File: src/rtl/imem_arbiter.sv
// Shares the single-port synchronous-read instruction memory between the CPU fetch
// stage and the host loader/debug port, holding the core in BOOT while code is loaded.
module imem_arbiter #(
    parameter int ADDR_W    = 14,
    parameter int HOST_MAX  = 4,
    parameter int BOOT_HOLD = 1
) (
    input  logic              clk,
    input  logic              rst,
    input  logic              boot_done,
    output logic              run,
    input  logic              f_req,
    input  logic [31:0]       f_addr,
    output logic              f_gnt,
    output logic              f_rvalid,
    output logic [31:0]       f_rdata,
    input  logic              h_req,
    input  logic              h_we,
    input  logic [31:0]       h_addr,
    input  logic [31:0]       h_wdata,
    output logic              h_gnt,
    output logic              h_rvalid,
    output logic [31:0]       h_rdata,
    output logic              mem_en,
    output logic              mem_we,
    output logic [ADDR_W-1:0] mem_addr,
    output logic [31:0]       mem_wdata,
    input  logic [31:0]       mem_rdata
);

    typedef enum logic {
        BOOT = 1'b0,
        RUN  = 1'b1
    } state_t;

    localparam state_t     RESET_STATE = (BOOT_HOLD != 0) ? BOOT : RUN;
    localparam logic [3:0] STREAK_MAX  = 4'(HOST_MAX);

    state_t      state;
    state_t      state_next;
    logic [3:0]  streak;
    logic [3:0]  streak_next;
    logic        rd_valid;
    logic        rd_owner_h;

    // Byte-offset and above-range address bits are intentionally discarded (wraparound).
    logic unused_addr_bits;
    assign unused_addr_bits = ^{f_addr[31:ADDR_W+2], f_addr[1:0],
                                h_addr[31:ADDR_W+2], h_addr[1:0]};

    always_ff @(posedge clk or posedge rst) begin
        if (rst) begin
            state      <= RESET_STATE;
            streak     <= 4'd0;
            rd_valid   <= 1'b0;
            rd_owner_h <= 1'b0;
        end else begin
            state      <= state_next;
            streak     <= streak_next;
            rd_valid   <= mem_en & ~mem_we;
            rd_owner_h <= h_gnt;
        end
    end

    // Grants are suppressed while rst is high so nothing reaches memory mid-reset.
    always_comb begin
        f_gnt      = 1'b0;
        h_gnt      = 1'b0;
        state_next = state;
        if (!rst) begin
            case (state)
                BOOT: begin
                    h_gnt = h_req;
                    if (boot_done) begin
                        state_next = RUN;
                    end
                end
                RUN: begin
                    if (h_req && f_req) begin
                        if (streak == STREAK_MAX) begin
                            f_gnt = 1'b1;
                        end else begin
                            h_gnt = 1'b1;
                        end
                    end else begin
                        f_gnt = f_req;
                        h_gnt = h_req;
                    end
                end
                default: state_next = RESET_STATE;
            endcase
        end
    end

    always_comb begin
        streak_next = streak;
        if (!f_req || f_gnt) begin
            streak_next = 4'd0;
        end else if (h_gnt && streak != STREAK_MAX) begin
            streak_next = streak + 4'd1;
        end
    end

    assign run       = (state == RUN);
    assign mem_en    = f_gnt | h_gnt;
    assign mem_we    = h_gnt & h_we;
    assign mem_addr  = h_gnt ? h_addr[ADDR_W+1:2] : f_addr[ADDR_W+1:2];
    assign mem_wdata = h_wdata;

    assign f_rvalid  = rd_valid & ~rd_owner_h;
    assign h_rvalid  = rd_valid & rd_owner_h;
    assign f_rdata   = mem_rdata;
    assign h_rdata   = mem_rdata;

endmodule
File: config.mk
export PLATFORM = sky130hd
export DESIGN_NAME = imem_arbiter
export DESIGN_NICKNAME = d
export VERILOG_FILES = /design/src/rtl/imem_arbiter.sv
export SDC_FILE = /design/constraint.sdc
export NUM_CORES = 1
export LEC_CHECK = 0
export BUFFER_PORTS_ARGS = -buffer_cell sky130_fd_sc_hd__buf_4
export CAP_MARGIN = 20
export CORE_AREA = 2 2 96 98
export DETAILED_ROUTE_END_ITERATION = 8
export DIE_AREA = 0 0 98 100
export GPL_ROUTABILITY_DRIVEN = 0
export PLACE_DENSITY_LB_ADDON = 0.08
export SLEW_MARGIN = 20
export SYNTH_ARGS = -nofsm -noshare
export SYNTH_HDL_FRONTEND = slang
export SYNTH_SLANG_ARGS = --single-unit
export TNS_END_PERCENT = 100
File: constraint.sdc
create_clock -name clk -period 2.3 [get_ports clk]
set_input_delay 0.345 -clock clk [delete_from_list [all_inputs] [get_ports clk]]
set_output_delay 0.345 -clock clk [all_outputs]
set_load 0.01 [all_outputs]
==> impl_metrics.yaml <==
worst_setup_path:
  cp.required_ns: 1.96
  crit_family: "flip-flops"
  cp_slowest_stage_delay_ns: 0.42
  endpoint_kind: "output port"
  worstSetupPathType: "flop to output port"
  path_buf_inv: 3
  critical_path.max_fanout: 7
  cp_data_arrival_time_ns: 1.84
  crit_chain: "inv_2 > ha_4 > nand3b_4 > o21ai_4 > buf_6 > mux2_2 > buf_4"
  cp-start-kind: "flop"
  slowest_stage: "dfrtp_1"
timing:
  maxSlewHeadroom: 0.797
  period_share: 0.948
  finClkSkew_ns: 0.0124
  rsz0062_at_grt: "false"
  setup_slack_ns: 0.120
  fin_crit_ns: 2.18
  fmax_mhz: 459
  setup_viol: 0
  finalHoldViolCount: 0
  drv_slew: 0
  worstMarginPinSlew_ns: 0.304
  holdWs_ns: 0.0941
power:
  power_frac_comb: 0.356
  p_sw_mw: 0.128
  pwr-share-clk: 0.371
  swShare: 0.269
  power.internal_mw: 0.348
  powerDensity_nw_per_um2: 379
  seq_power_share: 0.273
  vdd_drop_max_mv: 0.0959
  finalPower_mw: 0.476
  cellLeakagePower_nw: 0.606
final_layout:
  fillers: 1020
  drive_gt1_frac: 0.681
  nets: 256
  diodes: 0
  post-route-util: 0.141
  area_growth_pct: -7.29
  final_cells: 230
route:
  firstDrtPassIters: 4
  drt_iter0_drc: 6
  drc: 0
  vias_per_cell: 3.40
  wirelength_mm: 3.52
  post_drt_wl_per_cell_um: 15.3
  num_vias: 781
  postRouteAntennaNets: 0
placement:
  dp_slack_ns: 0.213
  place_inst: 226
  post-dp-hpwl_mm: 3.07
  io_buffers: 54
cts:
  h-tree-depth: 1
  numCtsBuffers: 3
  cts_buffer_depth: 2
  path_clk_slew_ns: 0.05
  cts.sinks: 7
  cts-hold-fix-buffers: 0
  cts_tree: "done"
  root_buffer: "clkbuf_8"
  clock_latency_ns: 0.23
global_routing:
  grt_max_degree: 11
  grt_usage: 0.0659
  antenna_found_initial: 0
  gr-total-overflow: 0
  grt_pass1_vias: 867
  grt_pass1_wl_mm: 5.08
logic_synthesis:
  synth_edf_count: 0
  yosysTopAreaCellShare: 0.532
  yosys_warnings: 0
  syn-instance-count: 155
  syn-mean-instance-area_um2: 8.74
  ys.flop_type: "dfrtp_1"
  ys_top_cells_by_count: "buf_4 (96), dfrtp_1 (7), inv_1 (7), mux2_2 (7), mux2_4 (7)"
  ys_ff_latch: 7
  synthesis.nets: 291
  synth_compound_area_frac: 0.0693
  ys_seq_area_frac: 0.129
  synthSimpleGateAreaFrac: 0.0849
  synth_async_sr_flop_share: 1.00
  syn_area_um2: 1360
  synth_mux_area_frac: 0.136
  synth-xor-area-share: 0
  yosysMostFrequentCell: "buf_4"
  synth_top_family_by_area: "buffers and inverters"
  synth.area.top_cells: "buf_4 (53%), dfrtp_1 (13%), mux2_4 (7.8%)"
  synth.distinct_cells: 27
  synth_adder_area_share: 0.0185
  synth_largest_area_cell: "buf_4"
floorplanning:
  core_area_um2: 8890
  rows: 35
  start_util: 0.152
  die_x_um: 98
  die-area_um2: 9800
  die_y_um: 100
  pin_count: 251
run:
  cap_viol_max_count: 0
outcome:
  outcome: "completed"
worst_hold_path:
  hp-class: "input port to asynchronous set/reset pin"
## final timing paths
check	startpoint	end	slack (ns)	cells past startpoint
min in group clk	h_we	rd_valid	0.32	2
max in group asynchronous	rst	rd_owner_h	1.96	2
worst max register to register	streak[0]	rd_valid	0.81	6
worst min register to register	run	run	0.52	1
worst max-delay path	streak[0]	mem_addr[2]	0.12	7
worst min-delay path	rst	streak[0]	0.09	2
## kinds of logic after synthesis
group                      count (synthesis)
buffers and inverters                    104
adders and majority gates                  2
DFF                                        7
muxes                                     14
AOI/OAI and AO/OA                         12
and+or+nand+nor                           16
## final cells by class
cell class,count,area [um2],area share
Timing Repair Buffer,57,435,0.347
Inverter,7,26.3,0.0209
Sequential cell,7,175,0.139
Multi-Input combinational cell,44,434,0.346
Tap cell,111,139,0.111
Clock buffer,3,41.3,0.0329
Clock inverter,1,5.00,0.00398
## cells in the final DEF (no fill, tap or decap), types with 2 or more instances in the layout
cell / netlist / routed
a21oi_1: 2 / 2
a211oi_1: 3 / 3
a21o_1: 2 / 2
mux2_4: 7 / 8
clkbuf_8: 0 / 3
nand3_1: 2 / 2
buf_4: 96 / 55
buf_6: 0 / 2
nor2_1: 2 / 2
mux2_2: 7 / 6
o21ai_0: 2 / 2
inv_1: 7 / 6
nand2b_1: 2 / 2
dfrtp_1: 7 / 7
## stage by stage
step | cell area [um2] | setup TNS, ns
4_1_cts | 1250 | -0.00119
2_1_floorplan | 1360 | 0
5_1_grt | 1260 | 0
6_report | 1260 | 0
3_5_place_dp | 1190 | 0
3_3_place_gp | 1190 | 0
## registers in the layout, indices dropped and copies added, names as in the netlist
| name | flops |
|---|---|
| rd_valid | 1 |
| rd_owner_h | 1 |
| run | 1 |
| streak | 4 |
## timing repair
action | 4_1_cts | 5_1_grt
gates resized for setup | 4 | 2
pin swaps | 0 | 1
setup buffers | 0 | 0
setup endpoints to repair | 13 | 14
## per-layer routing
metal	GRT usage	up-vias	share of wire
li1	-	334	-
met1	0.0606	349	0.30
met2	0.101	57	0.47
met3	0.0439	41	0.16
met4	0.0556	0	0.065
met5	0	-	0
## power groups by stage
| stage | clock, mW | combinational [mW] | sequential [mW] |
|---|---|---|---|
| global route | 0.190 | 0.187 | 0.130 |
| global placement | 0 | 0.168 | 0.132 |
| floorplan | 0 | 0.242 | 0.131 |
| finish | 0.177 | 0.169 | 0.130 |
| detailed placement | 0 | 0.169 | 0.132 |
| CTS | 0.181 | 0.173 | 0.130 |
Power figures use the tool's default switching activity.
